==> config.mk <==
export PLATFORM = sky130hd
export DESIGN_NAME = mem_stage
export DESIGN_NICKNAME = d
export VERILOG_FILES = /design/src/rtl/rv32_pkg.sv /design/src/rtl/mem_lsu_align.sv /design/src/rtl/mem_stage.sv
export SDC_FILE = /design/constraint.sdc
export NUM_CORES = 1
export LEC_CHECK = 0
export ABC_AREA = 1
export BUFFER_PORTS_ARGS = -buffer_cell sky130_fd_sc_hd__buf_2
export CORE_AREA = 2 2 107 109
export DETAILED_ROUTE_END_ITERATION = 8
export DIE_AREA = 0 0 109 111
export PLACE_DENSITY = 0.71
export RECOVER_POWER = 50
export SLEW_MARGIN = 20
export SYNTH_ARGS = -nofsm -noshare
export SYNTH_HDL_FRONTEND = slang
export SYNTH_SLANG_ARGS = --single-unit
export TNS_END_PERCENT = 100
==> constraint.sdc <==
create_clock -name clk -period 2.45 [get_ports clk]
set_input_delay 0.3675 -clock clk [delete_from_list [all_inputs] [get_ports clk]]
set_output_delay 0.3675 -clock clk [all_outputs]
set_load 0.05 [all_outputs]
==> src/rtl/rv32_pkg.sv <==
// Shared RV32I definitions for the memory stage: opcodes, funct3 codes, FSM states.
package rv32_pkg;

    localparam int unsigned XLEN = 32;

    localparam logic [6:0] OPC_LOAD   = 7'b0000011;
    localparam logic [6:0] OPC_STORE  = 7'b0100011;
    localparam logic [6:0] OPC_LUI    = 7'b0110111;
    localparam logic [6:0] OPC_AUIPC  = 7'b0010111;
    localparam logic [6:0] OPC_JAL    = 7'b1101111;
    localparam logic [6:0] OPC_JALR   = 7'b1100111;
    localparam logic [6:0] OPC_OP     = 7'b0110011;
    localparam logic [6:0] OPC_OP_IMM = 7'b0010011;

    localparam logic [2:0] F3_LB  = 3'b000;
    localparam logic [2:0] F3_LH  = 3'b001;
    localparam logic [2:0] F3_LW  = 3'b010;
    localparam logic [2:0] F3_LBU = 3'b100;
    localparam logic [2:0] F3_LHU = 3'b101;

    localparam logic [2:0] F3_SB  = 3'b000;
    localparam logic [2:0] F3_SH  = 3'b001;
    localparam logic [2:0] F3_SW  = 3'b010;

    typedef enum logic [1:0] {
        IDLE = 2'd0,
        WAIT = 2'd1,
        DONE = 2'd2
    } mem_state_e;

    // True when funct3 names a supported access width for a load or a store.
    function automatic logic f3_legal(input logic is_store, input logic [2:0] f3);
        if (is_store) begin
            return (f3 == F3_SB) || (f3 == F3_SH) || (f3 == F3_SW);
        end
        return (f3 == F3_LB) || (f3 == F3_LH) || (f3 == F3_LW) ||
               (f3 == F3_LBU) || (f3 == F3_LHU);
    endfunction

endpackage

==> src/rtl/mem_lsu_align.sv <==
// Byte-lane steering: store replication/byte enables and load extraction/extension.
module mem_lsu_align
    import rv32_pkg::*;
(
    input  logic [2:0]  funct3,
    input  logic [1:0]  offset,
    input  logic [31:0] store_data,
    input  logic [31:0] load_word,
    output logic [31:0] store_wdata,
    output logic [3:0]  store_be,
    output logic [31:0] load_data
);

    logic [7:0]  ld_byte;
    logic [15:0] ld_half;

    // Replicate store data across lanes and enable only the addressed bytes.
    always_comb begin
        store_wdata = '0;
        store_be    = '0;
        case (funct3)
            F3_SB: begin
                store_wdata = {4{store_data[7:0]}};
                store_be    = 4'b0001 << offset;
            end
            F3_SH: begin
                store_wdata = {2{store_data[15:0]}};
                store_be    = offset[1] ? 4'b1100 : 4'b0011;
            end
            F3_SW: begin
                store_wdata = store_data;
                store_be    = 4'b1111;
            end
            default: ;
        endcase
    end

    // Pick the addressed byte and halfword out of the returned word.
    always_comb begin
        ld_half = offset[1] ? load_word[31:16] : load_word[15:0];
        ld_byte = offset[0] ? ld_half[15:8] : ld_half[7:0];
    end

    // Sign- or zero-extend to XLEN according to the load width.
    always_comb begin
        load_data = load_word;
        case (funct3)
            F3_LB:   load_data = {{24{ld_byte[7]}}, ld_byte};
            F3_LH:   load_data = {{16{ld_half[15]}}, ld_half};
            F3_LBU:  load_data = {24'h0, ld_byte};
            F3_LHU:  load_data = {16'h0, ld_half};
            default: load_data = load_word;
        endcase
    end

endmodule

==> src/rtl/mem_stage.sv <==
// RV32I MEM stage: data-memory handshake FSM, load alignment and write-back select.
module mem_stage
    import rv32_pkg::*;
(
    input  logic        clk,
    input  logic        reset,
    input  logic [31:0] pc_next_i,
    input  logic [31:0] alu_i,
    input  logic [31:0] data_i,
    input  logic [4:0]  wbaddr_i,
    input  logic [31:0] instr_i,
    output logic        dmem_req_o,
    output logic        dmem_we_o,
    output logic [31:0] dmem_addr_o,
    output logic [31:0] dmem_wdata_o,
    output logic [3:0]  dmem_be_o,
    input  logic        dmem_gnt_i,
    input  logic        dmem_rvalid_i,
    input  logic [31:0] dmem_rdata_i,
    output logic        stall_o,
    output logic        wb_en_o,
    output logic [31:0] wb_data_o,
    output logic [4:0]  wbaddr_o,
    output logic        exc_o
);

    mem_state_e  state_q;
    mem_state_e  state_d;
    logic [31:0] ld_q;

    logic [6:0]  opcode;
    logic [2:0]  funct3;
    logic        bubble;
    logic        is_load;
    logic        is_store;
    logic        is_mem;
    logic        misaligned;
    logic        exc;
    logic        mem_op;
    logic        req;
    logic        capture;
    logic        writes_rd;
    logic [31:0] st_wdata;
    logic [3:0]  st_be;
    logic [31:0] ld_data;
    logic        unused_bits;

    assign opcode      = instr_i[6:0];
    assign funct3      = instr_i[14:12];
    assign unused_bits = ^{instr_i[31:15], instr_i[11:7]};
    assign bubble      = (instr_i == '0);
    assign is_load     = (opcode == OPC_LOAD);
    assign is_store    = (opcode == OPC_STORE);
    assign is_mem      = is_load | is_store;

    // Address must be a multiple of the access size.
    always_comb begin
        misaligned = 1'b0;
        case (funct3[1:0])
            2'b01:   misaligned = alu_i[0];
            2'b10:   misaligned = |alu_i[1:0];
            default: misaligned = 1'b0;
        endcase
    end

    assign exc    = is_mem & (~f3_legal(is_store, funct3) | misaligned);
    assign mem_op = is_mem & ~exc;

    // State register and load-data capture.
    always_ff @(posedge clk) begin
        if (reset) begin
            state_q <= IDLE;
            ld_q    <= '0;
        end else begin
            state_q <= state_d;
            if (capture) begin
                ld_q <= dmem_rdata_i;
            end
        end
    end

    // Handshake sequencing; stall depends only on state and the decoded instruction.
    always_comb begin
        state_d = state_q;
        req     = 1'b0;
        stall_o = 1'b0;
        capture = 1'b0;
        case (state_q)
            IDLE: begin
                if (mem_op) begin
                    req     = 1'b1;
                    stall_o = 1'b1;
                    if (dmem_gnt_i) begin
                        state_d = is_store ? DONE : WAIT;
                    end
                end
            end
            WAIT: begin
                stall_o = 1'b1;
                if (dmem_rvalid_i) begin
                    capture = 1'b1;
                    state_d = DONE;
                end
            end
            DONE: state_d = IDLE;
            default: state_d = IDLE;
        endcase
    end

    mem_lsu_align u_align (
        .funct3      (funct3),
        .offset      (alu_i[1:0]),
        .store_data  (data_i),
        .load_word   (ld_q),
        .store_wdata (st_wdata),
        .store_be    (st_be),
        .load_data   (ld_data)
    );

    assign dmem_req_o   = req;
    assign dmem_we_o    = req & is_store;
    assign dmem_addr_o  = mem_op ? {alu_i[31:2], 2'b00} : '0;
    assign dmem_wdata_o = dmem_we_o ? st_wdata : '0;
    assign dmem_be_o    = dmem_we_o ? st_be : '0;

    // Which opcodes produce a register result; loads only once their data is in.
    always_comb begin
        writes_rd = 1'b0;
        case (opcode)
            OPC_LUI, OPC_AUIPC, OPC_JAL, OPC_JALR, OPC_OP, OPC_OP_IMM: writes_rd = 1'b1;
            OPC_LOAD: writes_rd = (state_q == DONE);
            default:  writes_rd = 1'b0;
        endcase
    end

    // Write-back value select: link address, aligned load, or ALU result.
    always_comb begin
        wb_data_o = alu_i;
        if (bubble) begin
            wb_data_o = '0;
        end else if ((opcode == OPC_JAL) || (opcode == OPC_JALR)) begin
            wb_data_o = pc_next_i;
        end else if (is_load) begin
            wb_data_o = ld_data;
        end
    end

    assign wb_en_o  = writes_rd & (wbaddr_i != 5'd0) & ~exc;
    assign wbaddr_o = wbaddr_i;
    assign exc_o    = exc;

endmodule

==> report_table.html, run 1 <==
<table>
<tr><th>Metric</th><th>Value</th></tr>
<tr><th colspan="2">Timing</th></tr>
<tr><td>Worst hold slack after final layout</td><td>0.3669 ns</td></tr>
<tr><td>Highest clock frequency the design can meet</td><td>approximately 430 MHz</td></tr>
<tr><td>Normalized max-slew margin</td><td>roughly half</td></tr>
<tr><td>Maximum clock skew at final layout</td><td>about 0.0038 ns</td></tr>
<tr><td>Final-report setup violation count</td><td>0</td></tr>
<tr><td>Transition time of the tightest slew-check pin</td><td>0.7493 ns</td></tr>
<tr><td>Total count of hold-check failures in the final report</td><td>0</td></tr>
<tr><td>Final critical path time including I/O delays and setup</td><td>between 2 and 2.5 ns</td></tr>
<tr><td>Number of pins with negative max-slew slack in the final report</td><td>0</td></tr>
<tr><td>Share of the clock period used by the worst path</td><td>94.91%</td></tr>
<tr><th colspan="2">Critical path</th></tr>
<tr><td>Data arrival time at the worst-slack endpoint</td><td>between 1.5 and 2 ns</td></tr>
<tr><td>Startpoint type of the worst setup path</td><td>primary input</td></tr>
<tr><td>Number of buffers and inverters on the critical path</td><td>4</td></tr>
<tr><td>Endpoint kind of the worst setup timing path</td><td>primary output</td></tr>
<tr><td>Reg2reg setup slack</td><td>~0.28 ns</td></tr>
<tr><td>Cell class contributing the biggest share of worst-path delay</td><td>simple AND/OR/NAND/NOR gates</td></tr>
<tr><td>Max stage delay on crit path</td><td>about 0.27 ns</td></tr>
<tr><td>Crit path max fanout</td><td>20</td></tr>
<tr><td>Most used cell along the critical path</td><td>sky130_fd_sc_hd__nor2_4</td></tr>
<tr><td>List of cells traversed by the critical path</td><td>buf_2, inv_1, ha_2, nor2_2, nand2_1, nand2_1, nor2_4, nand2_4, nor2_4, nand2_4, buf_12, nor2_4, buf_2</td></tr>
<tr><td>Critical path data required time</td><td>2.08 ns</td></tr>
<tr><td>Category of the critical setup timing path</td><td>in -&gt; out</td></tr>
<tr><td>Master of the slowest instance on the critical path</td><td>sky130_fd_sc_hd__buf_2</td></tr>
<tr><th colspan="2">Power and ir drop</th></tr>
<tr><td>Pwr dens</td><td>approximately 300 nW/um^2</td></tr>
<tr><td>Static Leak</td><td>3.018 nW</td></tr>
<tr><td>Peak VDD IR</td><td>0.0004793 V</td></tr>
<tr><th colspan="2">Detailed routing</th></tr>
<tr><td>Post-DR vias/cell</td><td>4.997</td></tr>
<tr><td>Remaining number of nets flagged by the antenna check after routing</td><td>0</td></tr>
<tr><td>Overall routed net length</td><td>16.37 mm</td></tr>
<tr><td>Drc violations</td><td>0</td></tr>
<tr><td>Uppermost metal layer occupied by signal nets</td><td>met4</td></tr>
<tr><td>Via count of the routed design</td><td>about 5600</td></tr>
<tr><td>Routed met2 length</td><td>7.550 mm</td></tr>
<tr><td>Average wire per standard cell</td><td>14.55 um</td></tr>
<tr><td>Routed wire length on met3</td><td>1.368 mm</td></tr>
<tr><td>Met1 Routed Length</td><td>7.243 mm</td></tr>
<tr><td>Drt pass-1 iters</td><td>6</td></tr>
<tr><td>Initial detailed-routing violation count</td><td>520</td></tr>
<tr><th colspan="2">Clock network</th></tr>
<tr><td>Clock latency at the later pin of the worst-skew pair</td><td>0.27 ns</td></tr>
<tr><td>Clock H-tree levels</td><td>2</td></tr>
<tr><td>Total setup buffers inserted after CTS</td><td>0</td></tr>
<tr><td>Clock Root Buffer</td><td>sky130_fd_sc_hd__clkbuf_16</td></tr>
<tr><td>CTS resizes</td><td>0</td></tr>
<tr><td>Maximum root-to-sink buffer count</td><td>2</td></tr>
<tr><td>Clock-pin slew reported for the worst setup and hold paths after clock tree synthesis</td><td>0.05 ns</td></tr>
<tr><td>Number of buffers created by CTS</td><td>5</td></tr>
<tr><td>Clk sinks</td><td>34</td></tr>
<tr><td>Hold buffer count at cts</td><td>0</td></tr>
<tr><td>TritonCTS clock tree</td><td>done</td></tr>
<tr><th colspan="2">Placement</th></tr>
<tr><td>Cell Count Post-Placement</td><td>1117</td></tr>
<tr><td>Placed wire-length estimate after detailed placement</td><td>13.28 mm</td></tr>
<tr><td>Weighted congestion at the end of routability-driven global placement</td><td>roughly 0.92</td></tr>
<tr><td>Port-buffer cells</td><td>276</td></tr>
<tr><th colspan="2">Global route</th></tr>
<tr><td>Total global routing track utilization</td><td>25.89%</td></tr>
<tr><td>Residual overflow from global routing</td><td>0</td></tr>
<tr><td>Vias in the first global route</td><td>4900</td></tr>
<tr><td>Wire length of the first global-routing pass</td><td>around 25 mm</td></tr>
<tr><td>Initial antenna violation count</td><td>0</td></tr>
<tr><td>Largest net degree at the start of global routing</td><td>40</td></tr>
<tr><th colspan="2">Logic synthesis</th></tr>
<tr><td>Netlist area before placement</td><td>4091 sq um</td></tr>
<tr><td>Number of unique standard cell types used by synthesis</td><td>33</td></tr>
<tr><td>Sequential element share of the synthesized area</td><td>between 15 and 20%</td></tr>
<tr><td>Syn. warnings</td><td>0</td></tr>
<tr><td>Dominant combinational cell family by area after synthesis</td><td>simple AND/OR/NAND/NOR gates</td></tr>
<tr><td>Seq cells post-synth</td><td>34</td></tr>
<tr><td>Post-synth top area cell</td><td>sky130_fd_sc_hd__dfxtp_1</td></tr>
<tr><td>Most area-consuming cells after synthesis</td><td>sky130_fd_sc_hd__dfxtp_1, sky130_fd_sc_hd__nand2_1, sky130_fd_sc_hd__a21oi_1, sky130_fd_sc_hd__nor2_1, sky130_fd_sc_hd__nor2_4</td></tr>
<tr><td>Fraction of synthesized cell area in xor and xnor cells</td><td>0%</td></tr>
<tr><td>Compound-gate portion of the synthesized area</td><td>26.85%</td></tr>
<tr><td>Area fraction in and, or, nand and nor cells after synthesis</td><td>40.89%</td></tr>
<tr><td>Synthesized area divided by synthesized cell count</td><td>5.628 sq um</td></tr>
<tr><td>Synthesized instance count</td><td>727</td></tr>
<tr><td>Area fraction of the dominant cell type after synthesis</td><td>around 17%</td></tr>
<tr><td>Multiplexer area fraction after synthesis</td><td>0%</td></tr>
<tr><td>Adder-cell area share of the yosys netlist</td><td>0.9174%</td></tr>
<tr><th colspan="2">Final layout</th></tr>
<tr><td>Area of the multi-input gates</td><td>2919 sq um</td></tr>
<tr><td>Share of cells above drive strength 1</td><td>a little under two fifths</td></tr>
<tr><td>Number of fillers in the final layout</td><td>between 1000 and 1500</td></tr>
<tr><td># nets final</td><td>1153</td></tr>
<tr><td>Synthesis-to-finish area growth</td><td>45.99%</td></tr>
<tr><td>Antenna cells</td><td>0</td></tr>
<tr><td>Core utilization of the finished layout</td><td>between 50% and 60%</td></tr>
<tr><td>Area taken by flip-flops and latches</td><td>680.7 sq um</td></tr>
<tr><td>Non-filler cells, final</td><td>1125</td></tr>
<tr><th colspan="2">Worst hold path</th></tr>
<tr><td>Worst min-delay path category</td><td>in -&gt; reg</td></tr>
<tr><th colspan="2">Floorplan</th></tr>
<tr><td>Core region area</td><td>~11000 sq um</td></tr>
<tr><td>DIE WIDTH</td><td>109 um</td></tr>
<tr><td>DIE AREA</td><td>12100 sq um</td></tr>
<tr><td>I/O pin count</td><td>279</td></tr>
<tr><td>Initial Util</td><td>36.94%</td></tr>
<tr><td>Overall die height</td><td>between 100 and 150 um</td></tr>
<tr><td>Count of standard-cell rows</td><td>39</td></tr>
<tr><th colspan="2">Outcome</th></tr>
<tr><td>Result of the run</td><td>finished, final reports clean</td></tr>
<tr><th colspan="2">Run</th></tr>
<tr><td>Total of max-cap violations</td><td>0</td></tr>
</table>
[where the power goes]
group | switching (mW) | internal, mW | total [mW]
Sequential | 0.000564 | 0.555 | 0.555
Clock | 0.206 | 0.402 | 0.608
Combinational | 0.404 | 0.223 | 0.628
[area by class of cell]
class	instances	share of cell area [%]
multi-input cells	555	48.87
repair buffers	301	28.93
flip-flops and latches	34	11.40
inverters	84	5.341
well taps	143	2.995
clock buffers	7	2.388
clock inverters	1	0.08379
[per-stage QoR]
step | power, mW | setup TNS (ns) | worst slack, ns | area [sq um]
after floorplan | 0.9363 | -1.309 | -0.1869 | 4177
after global placement | 1.179 | 0 | 0.08288 | 5763
after detailed placement | 1.180 | 0 | 0.05870 | 5763
after CTS | 1.792 | 0 | 0.05612 | 5911
after global routing | 1.883 | -0.001912 | -0.001912 | 5973
final | 1.791 | 0 | 0.1246 | 5973
[worst paths after layout]
path,depth (start not counted),end,start
max,13,dmem_wdata_o[22],instr_i[12]
min,3,ld_q[28],dmem_rdata_i[28]
max reg2reg,7,ld_q[10],state_q[0]
min reg2reg,2,ld_q[8],ld_q[8]
[layer usage]
layer,vias to the layer above,GRT usage (%)
li1,2859,-
met1,2488,37.80
met2,261,40.41
met3,14,3.527
met4,0,5.043
met5,-,0
[sequential cells by signal, summed over array words and instances (netlist names)]
register  cells
state_q       2
ld_q         32
[worst register-to-register path, cell delays in order (launching register included)]
cell,delay (ns)
sky130_fd_sc_hd__dfxtp_1,0.32
sky130_fd_sc_hd__inv_1,0.08
sky130_fd_sc_hd__nor2_2,0.08
sky130_fd_sc_hd__clkbuf_1,0.57
sky130_fd_sc_hd__nand2_1,0.36
sky130_fd_sc_hd__buf_4,0.35
sky130_fd_sc_hd__o21ai_0,0.23
sky130_fd_sc_hd__a21oi_1,0.06
[synthesized netlist by cell type]
| cell type | n |
|---|---|
| sky130_fd_sc_hd__a21oi_1 | 106 |
| sky130_fd_sc_hd__a22o_1 | 4 |
| sky130_fd_sc_hd__a22oi_1 | 15 |
| sky130_fd_sc_hd__a31oi_1 | 4 |
| sky130_fd_sc_hd__buf_1 | 2 |
| sky130_fd_sc_hd__buf_2 | 7 |
| sky130_fd_sc_hd__buf_4 | 7 |
| sky130_fd_sc_hd__buf_6 | 2 |
| sky130_fd_sc_hd__buf_8 | 2 |
| sky130_fd_sc_hd__clkbuf_1 | 35 |
| sky130_fd_sc_hd__clkinv_1 | 1 |
| sky130_fd_sc_hd__clkinv_2 | 1 |
| sky130_fd_sc_hd__conb_1 | 1 |
| sky130_fd_sc_hd__dfxtp_1 | 34 |
| sky130_fd_sc_hd__ha_1 | 3 |
| sky130_fd_sc_hd__inv_1 | 76 |
| sky130_fd_sc_hd__inv_2 | 5 |
| sky130_fd_sc_hd__inv_4 | 1 |
| sky130_fd_sc_hd__nand2_1 | 161 |
| sky130_fd_sc_hd__nand2_2 | 2 |
| sky130_fd_sc_hd__nand2_4 | 2 |
| sky130_fd_sc_hd__nand3_1 | 41 |
| sky130_fd_sc_hd__nand4_1 | 8 |
| sky130_fd_sc_hd__nand4_2 | 1 |
| sky130_fd_sc_hd__nor2_1 | 100 |
| sky130_fd_sc_hd__nor2_2 | 6 |
| sky130_fd_sc_hd__nor2_4 | 30 |
| sky130_fd_sc_hd__nor3_1 | 3 |
| sky130_fd_sc_hd__o211ai_1 | 2 |
| sky130_fd_sc_hd__o21ai_0 | 40 |
| sky130_fd_sc_hd__o21bai_1 | 18 |
| sky130_fd_sc_hd__o22ai_1 | 6 |
| sky130_fd_sc_hd__o31ai_1 | 1 |
[cells in the final DEF (no fill, tap or decap), types with 15 or more instances in the layout]
master	instances
sky130_fd_sc_hd__nand2_1	161
sky130_fd_sc_hd__inv_1	74
sky130_fd_sc_hd__a21oi_1	87
sky130_fd_sc_hd__buf_4	16
sky130_fd_sc_hd__nor2_4	33
sky130_fd_sc_hd__o21bai_1	18
sky130_fd_sc_hd__dfxtp_1	34
sky130_fd_sc_hd__clkbuf_2	28
sky130_fd_sc_hd__a21oi_2	19
sky130_fd_sc_hd__nand3_1	41
sky130_fd_sc_hd__nor2_1	99
sky130_fd_sc_hd__o21ai_0	40
sky130_fd_sc_hd__a22oi_1	15
sky130_fd_sc_hd__clkbuf_4	19
sky130_fd_sc_hd__buf_2	222
[logic make-up (layout without fill, tap and decap cells)]
family | count (synthesis) | after routing
buf+inv | 139 | 393
other cells | 1 | 2
fa+ha+maj | 3 | 3
compound gates | 196 | 196
simple gates | 354 | 354
flops | 34 | 34
Power figures use the tool's default switching activity.
==> inputs of run 2 (changes only) <==
--- a/config.mk
+++ b/config.mk
@@ -5,12 +5,11 @@
 export SDC_FILE = /design/constraint.sdc
 export NUM_CORES = 1
 export LEC_CHECK = 0
-export ABC_AREA = 1
 export BUFFER_PORTS_ARGS = -buffer_cell sky130_fd_sc_hd__buf_2
-export CORE_AREA = 2 2 107 109
+export CORE_AREA = 2 2 109 111
 export DETAILED_ROUTE_END_ITERATION = 8
-export DIE_AREA = 0 0 109 111
-export PLACE_DENSITY = 0.71
+export DIE_AREA = 0 0 111 113
+export PLACE_DENSITY = 0.62
 export RECOVER_POWER = 50
 export SLEW_MARGIN = 20
 export SYNTH_ARGS = -nofsm -noshare
==> report_table.html, run 2 <==
<table>
<tr><th>Metric</th><th>Value</th></tr>
<tr><th colspan="2">Timing</th></tr>
<tr><td>Share of the clock period used by the worst path</td><td>98.90%</td></tr>
<tr><td>Number of pins with negative max-slew slack in the final report</td><td>0</td></tr>
<tr><td>Final-report setup violation count</td><td>0</td></tr>
<tr><td>Highest clock frequency the design can meet</td><td>412.7 MHz</td></tr>
<tr><td>Setup_tns</td><td>0 ns</td></tr>
<tr><td>Maximum clock skew at final layout</td><td>0.008262 ns</td></tr>
<tr><td>Transition time of the tightest slew-check pin</td><td>1.028 ns</td></tr>
<tr><td>RSZ-0062 raised after global routing</td><td>yes</td></tr>
<tr><td>Normalized max-slew margin</td><td>roughly a third</td></tr>
<tr><td>Worst hold slack after final layout</td><td>0.3315 ns</td></tr>
<tr><td>Total count of hold-check failures in the final report</td><td>0</td></tr>
<tr><td>Final critical path time including I/O delays and setup</td><td>2.423 ns</td></tr>
<tr><th colspan="2">Global route</th></tr>
<tr><td>Residual overflow from global routing</td><td>0</td></tr>
<tr><td>Total global routing track utilization</td><td>24.37%</td></tr>
<tr><td>Largest net degree at the start of global routing</td><td>35</td></tr>
<tr><td>Vias in the first global route</td><td>4781</td></tr>
<tr><td>Wire length of the first global-routing pass</td><td>24.96 mm</td></tr>
<tr><td>Initial antenna violation count</td><td>0</td></tr>
<tr><th colspan="2">Power and ir drop</th></tr>
<tr><td>Total power</td><td>1.838 mW</td></tr>
<tr><td>Static Leak</td><td>2.799 nW</td></tr>
<tr><td>Pwr dens</td><td>~290 nW/um^2</td></tr>
<tr><td>Peak VDD IR</td><td>0.0005201 V</td></tr>
<tr><td>Share of total power consumed by net switching</td><td>33.74%</td></tr>
<tr><td>Cell-internal power</td><td>1.218 mW</td></tr>
<tr><td>Fraction of power consumed by combinational cells</td><td>38.0%</td></tr>
<tr><td>Net load switching power</td><td>0.6202 mW</td></tr>
<tr><td>Clk pwr share</td><td>31.9%</td></tr>
<tr><td>Part of the power in registers</td><td>30.1%</td></tr>
<tr><th colspan="2">Logic synthesis</th></tr>
<tr><td>Sequential element share of the synthesized area</td><td>20.36%</td></tr>
<tr><td>Netlist area before placement</td><td>3343 sq um</td></tr>
<tr><td>Area fraction of the dominant cell type after synthesis</td><td>around a fifth</td></tr>
<tr><td>Post-synth top area cell</td><td>sky130_fd_sc_hd__dfxtp_1</td></tr>
<tr><td>Most common library cells after synthesis</td><td>sky130_fd_sc_hd__nand2_1, sky130_fd_sc_hd__nor2_1, sky130_fd_sc_hd__a21oi_1</td></tr>
<tr><td>Number of enable-type register cells in the synthesized netlist</td><td>0</td></tr>
<tr><td>Most area-consuming cells after synthesis</td><td>sky130_fd_sc_hd__dfxtp_1, sky130_fd_sc_hd__nand2_1, sky130_fd_sc_hd__a21oi_1, sky130_fd_sc_hd__and2_1, sky130_fd_sc_hd__nor2_1</td></tr>
<tr><td>Synthesized instance count</td><td>511</td></tr>
<tr><td>Synthesized area divided by synthesized cell count</td><td>around 6.5 sq um</td></tr>
<tr><td>Seq cells post-synth</td><td>34</td></tr>
<tr><td>Proportion of synthesized flip-flops having asynchronous set or reset</td><td>0%</td></tr>
<tr><td>Predominant post-synthesis flop cell</td><td>sky130_fd_sc_hd__dfxtp_1</td></tr>
<tr><td>Syn. warnings</td><td>0</td></tr>
<tr><td>Most repeated cell in the gate-level netlist after synthesis</td><td>sky130_fd_sc_hd__nand2_1</td></tr>
<tr><td>Number of unique standard cell types used by synthesis</td><td>between 50 and 60</td></tr>
<tr><th colspan="2">Clock network</th></tr>
<tr><td>Maximum root-to-sink buffer count</td><td>2</td></tr>
<tr><td>Number of buffers created by CTS</td><td>5</td></tr>
<tr><td>Clock Root Buffer</td><td>sky130_fd_sc_hd__clkbuf_16</td></tr>
<tr><td>Clock latency at the later pin of the worst-skew pair</td><td>0.28 ns</td></tr>
<tr><td>Clk sinks</td><td>34</td></tr>
<tr><td>TritonCTS clock tree</td><td>done</td></tr>
<tr><td>Clock H-tree levels</td><td>2</td></tr>
<tr><td>Clock-pin slew reported for the worst setup and hold paths after clock tree synthesis</td><td>about 0.050 ns</td></tr>
<tr><td>Hold buffer count at cts</td><td>0</td></tr>
<tr><th colspan="2">Placement</th></tr>
<tr><td>Weighted congestion at the end of routability-driven global placement</td><td>0.9133</td></tr>
<tr><td>Instance area after placement</td><td>roughly 5600 sq um</td></tr>
<tr><td>Port-buffer cells</td><td>276</td></tr>
<tr><td>Placed wire-length estimate after detailed placement</td><td>13.06 mm</td></tr>
<tr><th colspan="2">Floorplan</th></tr>
<tr><td>DIE WIDTH</td><td>approximately 110 um</td></tr>
<tr><td>I/O pin count</td><td>around 280</td></tr>
<tr><td>Core region area</td><td>11270 sq um</td></tr>
<tr><td>Initial Util</td><td>29.66%</td></tr>
<tr><td>Overall die height</td><td>about 110 um</td></tr>
<tr><td>Count of standard-cell rows</td><td>39</td></tr>
<tr><td>DIE AREA</td><td>12540 sq um</td></tr>
<tr><th colspan="2">Outcome</th></tr>
<tr><td>Result of the run</td><td>finished, final reports clean</td></tr>
<tr><th colspan="2">Final layout</th></tr>
<tr><td>Area taken by flip-flops and latches</td><td>681.9 sq um</td></tr>
<tr><td>Commonest cells after routing, fill and taps aside</td><td>sky130_fd_sc_hd__buf_2, sky130_fd_sc_hd__nand2_1, sky130_fd_sc_hd__buf_4</td></tr>
<tr><td>Top register by number of flip-flops</td><td>ld_q</td></tr>
<tr><td>Flip-flop count of the largest register after layout</td><td>32</td></tr>
<tr><td>Area of the multi-input gates</td><td>~2800 sq um</td></tr>
<tr><td>Synthesis-to-finish area growth</td><td>91.65%</td></tr>
<tr><td>Registers with the highest flip-flop counts</td><td>ld_q x32, state_q x2</td></tr>
<tr><td>Number of fillers in the final layout</td><td>1106</td></tr>
<tr><td>Most common library cell in the layout ignoring fill and taps</td><td>sky130_fd_sc_hd__buf_2</td></tr>
<tr><td>Share of cells above drive strength 1</td><td>51.78%</td></tr>
<tr><td>Post-layout instance area</td><td>6407 sq um</td></tr>
<tr><td># nets final</td><td>987</td></tr>
<tr><td>Antenna cells</td><td>0</td></tr>
<tr><th colspan="2">Critical path</th></tr>
<tr><td>Startpoint type of the worst setup path</td><td>primary input</td></tr>
<tr><td>Crit path max fanout</td><td>16</td></tr>
<tr><td>Category of the critical setup timing path</td><td>in -&gt; out</td></tr>
<tr><td>Endpoint kind of the worst setup timing path</td><td>primary output</td></tr>
<tr><td>Critical path data required time</td><td>2.08 ns</td></tr>
<tr><td>Data arrival time at the worst-slack endpoint</td><td>2.06 ns</td></tr>
<tr><th colspan="2">Detailed routing</th></tr>
<tr><td>Average wire per standard cell</td><td>around 18 um</td></tr>
<tr><td>Drt pass-1 iters</td><td>5</td></tr>
<tr><td>Remaining number of nets flagged by the antenna check after routing</td><td>0</td></tr>
<tr><td>Overall routed net length</td><td>17.03 mm</td></tr>
<tr><td>Drc violations</td><td>0</td></tr>
<tr><td>Initial detailed-routing violation count</td><td>323</td></tr>
<tr><td>Post-DR vias/cell</td><td>5.208</td></tr>
<tr><td>Via count of the routed design</td><td>4989</td></tr>
<tr><th colspan="2">Run</th></tr>
<tr><td>Total of max-cap violations</td><td>0</td></tr>
<tr><th colspan="2">Worst hold path</th></tr>
<tr><td>Worst min-delay path category</td><td>in -&gt; reg</td></tr>
</table>
## run 2: power groups by stage
stage          logic (mW)  registers, mW  clock network (mW)
6_report            0.699          0.554               0.586
5_1_grt             0.743          0.553               0.618
4_1_cts             0.663          0.554               0.594
3_5_place_dp        0.630          0.566                   0
3_3_place_gp        0.624          0.566                   0
2_1_floorplan       0.354          0.565                   0
## run 2: repair_timing
item	CTS	global route
buffers inserted	1	4
resized for setup	106	105
gates cloned	0	4
pin swaps	0	8
setup endpoints to repair	101	99
## run 2: final timing paths
kind,cells past startpoint,to,slack (ns),start
worst max register to register,5,ld_q[21],0.61,state_q[0]
worst min register to register,2,ld_q[1],0.47,ld_q[1]
worst max-delay path,10,dmem_be_o[2],0.03,instr_i[12]
worst min-delay path,3,ld_q[30],0.33,dmem_rdata_i[30]
## run 2: final cells by class
class                           instances  area share (%)
Sequential cell                        34           10.64
Clock buffer                            5           1.953
Inverter                                5          0.3710
Multi-Input combinational cell        422           44.46
Timing Repair Buffer                  347           39.62
Clock inverter                          2          0.1562
Tap cell                              143           2.792
## run 2: per-layer routing
metal / global-route usage (%) / share of wire [%] / vias up
met1: 32.58 / 43 / 2329
met5: 0 / 0 / -
met2: 42.45 / 49 / 214
met4: 5.667 / 2.3 / 0
met3: 2.625 / 5.7 / 33
li1: - / - / 2413
## run 2: critical path: stages
cell	delay [ns]
sky130_fd_sc_hd__buf_4	0.14
sky130_fd_sc_hd__inv_4	0.07
sky130_fd_sc_hd__ha_4	0.18
sky130_fd_sc_hd__or2_4	0.15
sky130_fd_sc_hd__buf_4	0.10
sky130_fd_sc_hd__o21ai_0	0.06
sky130_fd_sc_hd__or3_4	0.39
sky130_fd_sc_hd__buf_4	0.21
sky130_fd_sc_hd__nor2_1	0.14
sky130_fd_sc_hd__clkbuf_4	0.24
## run 2: per-stage QoR
stage	setup WS, ns	util (%)	cells
6_report	0.02689	56.84	958
5_1_grt	-0.04047	56.84	958
4_1_cts	-0.05207	53.56	951
3_5_place_dp	-0.1710	49.42	943
3_3_place_gp	-0.1741	49.42	943
2_1_floorplan	-0.1887	-	512
## run 2: logic make-up (layout without fill, tap and decap cells)
| family | count (synthesis) | after routing | synth area share, % |
|---|---|---|---|
| other cells | 1 | 2 | 0.1122 |
| flops | 34 | 34 | 20.36 |
| fa+ha+maj | 3 | 3 | 1.123 |
| buf+inv | 56 | 359 | 8.832 |
| simple gates | 250 | 250 | 35.44 |
| compound gates | 157 | 157 | 31.06 |
| mux | 10 | 10 | 3.069 |
==> inputs of run 3 (changes only) <==
--- a/config.mk
+++ b/config.mk
@@ -5,11 +5,12 @@
 export SDC_FILE = /design/constraint.sdc
 export NUM_CORES = 1
 export LEC_CHECK = 0
-export BUFFER_PORTS_ARGS = -buffer_cell sky130_fd_sc_hd__buf_2
-export CORE_AREA = 2 2 109 111
+export CORE_AREA = 2 2 107 109
 export DETAILED_ROUTE_END_ITERATION = 8
-export DIE_AREA = 0 0 111 113
-export PLACE_DENSITY = 0.62
+export DIE_AREA = 0 0 109 111
+export DONT_BUFFER_PORTS = 1
+export HOLD_SLACK_MARGIN = 0.05
+export PLACE_DENSITY = 0.42
 export RECOVER_POWER = 50
 export SLEW_MARGIN = 20
 export SYNTH_ARGS = -nofsm -noshare
==> report_table.html, run 3 (same netlist as run 2, synthesis figures left out) <==
<table>
<tr><th>Metric</th><th>Value</th></tr>
<tr><th colspan="2">Outcome</th></tr>
<tr><td>Result of the run</td><td>finished, final reports clean</td></tr>
<tr><th colspan="2">Timing</th></tr>
<tr><td>Number of pins with negative max-slew slack in the final report</td><td>0</td></tr>
<tr><td>Final critical path time including I/O delays and setup</td><td>between 2 and 2.5 ns</td></tr>
<tr><td>Transition time of the tightest slew-check pin</td><td>1.062 ns</td></tr>
<tr><td>Highest clock frequency the design can meet</td><td>417.9 MHz</td></tr>
<tr><td>Total count of hold-check failures in the final report</td><td>0</td></tr>
<tr><td>Final setup slack of the worst path</td><td>roughly 0.057 ns</td></tr>
<tr><td>Share of the clock period used by the worst path</td><td>97.67%</td></tr>
<tr><td>Setup_tns</td><td>0 ns</td></tr>
<tr><td>Maximum clock skew at final layout</td><td>0.004236 ns</td></tr>
<tr><td>Final-report setup violation count</td><td>0</td></tr>
<tr><td>Normalized max-slew margin</td><td>~30%</td></tr>
<tr><th colspan="2">Power and ir drop</th></tr>
<tr><td>Peak VDD IR</td><td>0.0005385 V</td></tr>
<tr><td>Total power</td><td>1.686 mW</td></tr>
<tr><td>Static Leak</td><td>2.099 nW</td></tr>
<tr><td>Pwr dens</td><td>295.3 nW/um^2</td></tr>
<tr><th colspan="2">Final layout</th></tr>
<tr><td>Most common library cell in the layout ignoring fill and taps</td><td>sky130_fd_sc_hd__nand2_1</td></tr>
<tr><td>Top register by number of flip-flops</td><td>ld_q</td></tr>
<tr><td>Antenna cells</td><td>0</td></tr>
<tr><td>Registers with the highest flip-flop counts</td><td>ld_q x32, state_q x2</td></tr>
<tr><td>Share of cells above drive strength 1</td><td>34.90%</td></tr>
<tr><td>Synthesis-to-finish area growth</td><td>70.73%</td></tr>
<tr><td>Flip-flop count of the largest register after layout</td><td>32</td></tr>
<tr><td>Number of fillers in the final layout</td><td>1069</td></tr>
<tr><td># nets final</td><td>approximately 800</td></tr>
<tr><td>Commonest cells after routing, fill and taps aside</td><td>sky130_fd_sc_hd__nand2_1, sky130_fd_sc_hd__buf_12, sky130_fd_sc_hd__nor2_1</td></tr>
<tr><th colspan="2">Critical path</th></tr>
<tr><td>Critical path data required time</td><td>2.08 ns</td></tr>
<tr><td>Category of the critical setup timing path</td><td>in -&gt; out</td></tr>
<tr><td>Cell class contributing the biggest share of worst-path delay</td><td>simple AND/OR/NAND/NOR gates</td></tr>
<tr><td>Crit path max fanout</td><td>6</td></tr>
<tr><td>List of cells traversed by the critical path</td><td>inv_1, ha_2, mux2i_1, buf_4, a22oi_1, a21oi_1, a211oi_1, buf_4, nor3_4</td></tr>
<tr><td>Master of the slowest instance on the critical path</td><td>sky130_fd_sc_hd__nor3_4</td></tr>
<tr><td>Max stage delay on crit path</td><td>approximately 0.47 ns</td></tr>
<tr><td>Number of buffers and inverters on the critical path</td><td>3</td></tr>
<tr><td>Endpoint kind of the worst setup timing path</td><td>primary output</td></tr>
<tr><td>Most used cell along the critical path</td><td>sky130_fd_sc_hd__buf_4</td></tr>
<tr><td>Startpoint type of the worst setup path</td><td>primary input</td></tr>
<tr><td>Data arrival time at the worst-slack endpoint</td><td>between 2 and 2.5 ns</td></tr>
<tr><th colspan="2">Clock network</th></tr>
<tr><td>Clock-pin slew reported for the worst setup and hold paths after clock tree synthesis</td><td>0.05 ns</td></tr>
<tr><td>Clock H-tree levels</td><td>2</td></tr>
<tr><td>Clock latency at the later pin of the worst-skew pair</td><td>0.28 ns</td></tr>
<tr><td>Hold buffer count at cts</td><td>0</td></tr>
<tr><td>Number of buffers created by CTS</td><td>5</td></tr>
<tr><td>Clk sinks</td><td>34</td></tr>
<tr><td>Maximum root-to-sink buffer count</td><td>2</td></tr>
<tr><td>Clock Root Buffer</td><td>sky130_fd_sc_hd__clkbuf_16</td></tr>
<tr><td>TritonCTS clock tree</td><td>done</td></tr>
<tr><th colspan="2">Placement</th></tr>
<tr><td>Port-buffer cells</td><td>0</td></tr>
<tr><td>Weighted congestion at the end of routability-driven global placement</td><td>0.9353</td></tr>
<tr><td>Placed wire-length estimate after detailed placement</td><td>12.49 mm</td></tr>
<tr><td>Worst slack, placed</td><td>-0.0008806 ns</td></tr>
<tr><th colspan="2">Floorplan</th></tr>
<tr><td>Overall die height</td><td>111 um</td></tr>
<tr><td>Core region area</td><td>11080 sq um</td></tr>
<tr><td>Count of standard-cell rows</td><td>39</td></tr>
<tr><td>Initial Util</td><td>30.18%</td></tr>
<tr><td>DIE AREA</td><td>~12000 sq um</td></tr>
<tr><td>I/O pin count</td><td>279</td></tr>
<tr><td>DIE WIDTH</td><td>109 um</td></tr>
<tr><th colspan="2">Global route</th></tr>
<tr><td>Wire length of the first global-routing pass</td><td>22.79 mm</td></tr>
<tr><td>Layer with the highest usage after global routing</td><td>met2</td></tr>
<tr><td>Total global routing track utilization</td><td>24.26%</td></tr>
<tr><td>Met2 track demand over resource</td><td>40.58%</td></tr>
<tr><td>Met1 Resource Use GR</td><td>31.37%</td></tr>
<tr><td>Initial antenna violation count</td><td>0</td></tr>
<tr><td>Residual overflow from global routing</td><td>0</td></tr>
<tr><td>Met3 Resource Use GR</td><td>under 10%</td></tr>
<tr><td>Largest net degree at the start of global routing</td><td>35</td></tr>
<tr><td>Vias in the first global route</td><td>3973</td></tr>
<tr><th colspan="2">Detailed routing</th></tr>
<tr><td>Drt pass-1 iters</td><td>5</td></tr>
<tr><td>Initial detailed-routing violation count</td><td>392</td></tr>
<tr><td>Drc violations</td><td>0</td></tr>
<tr><td>Average wire per standard cell</td><td>20.27 um</td></tr>
<tr><td>Overall routed net length</td><td>approximately 15 mm</td></tr>
<tr><td>Via count of the routed design</td><td>4258</td></tr>
<tr><td>Post-DR vias/cell</td><td>5.610</td></tr>
<tr><td>Remaining number of nets flagged by the antenna check after routing</td><td>0</td></tr>
<tr><th colspan="2">Run</th></tr>
<tr><td>Total of max-cap violations</td><td>0</td></tr>
<tr><th colspan="2">Worst hold path</th></tr>
<tr><td>Worst min-delay path category</td><td>in -&gt; reg</td></tr>
</table>
==> run 3: layout make-up <==
cell class                      count  area [sq um]  area share [%]
Sequential cell                    34         680.7           11.92
Inverter                            5         18.77          0.3288
Timing Repair Buffer              147          1921           33.65
Multi-Input combinational cell    422          2758           48.31
Clock buffer                        6         138.9           2.433
Clock inverter                      2         12.51          0.2192
Tap cell                          143         178.9           3.135
==> run 3: report_power, final <==
| group | total, mW | internal [mW] | switching, mW |
|---|---|---|---|
| clock | 0.631 | 0.402 | 0.230 |
| combinational | 0.501 | 0.213 | 0.288 |
| sequential | 0.554 | 0.553 | 0.000311 |
==> run 3: stage by stage <==
step	instances	util, %	instance area [sq um]	hold WS [ns]
detailed placement	747	49.54	5488	0.4417
finish	759	51.53	5708	0.1529
global route	759	51.53	5708	0.1504
floorplan	512	-	3695	0.4364
CTS	756	51.12	5663	0.1505
global placement	747	49.54	5488	0.4397
==> run 3: what timing repair did <==
item | 4_1_cts | 5_1_grt
pin swaps | 2 | 6
buffers inserted | 1 | 2
resized for setup | 1 | 10
gates cloned | 0 | 1
endpoints found under the setup margin | 10 | 94
==> run 3: path summary, 6_finish.rpt <==
| path | start | end | slack, ns | cells past startpoint |
|---|---|---|---|---|
| hold / removal | reset | ld_q[7] | 0.15 | 1 |
| hold reg to reg | ld_q[1] | ld_q[1] | 0.45 | 2 |
| setup / recovery | instr_i[13] | wb_data_o[13] | 0.06 | 9 |
| setup reg to reg | state_q[1] | ld_q[9] | 0.69 | 3 |
==> run 3: metal layers <==
layer,vias to the layer above,routed length (um)
met5,-,0
met4,0,267
met3,22,1375
met2,206,7461
met1,2025,6282
li1,2005,-
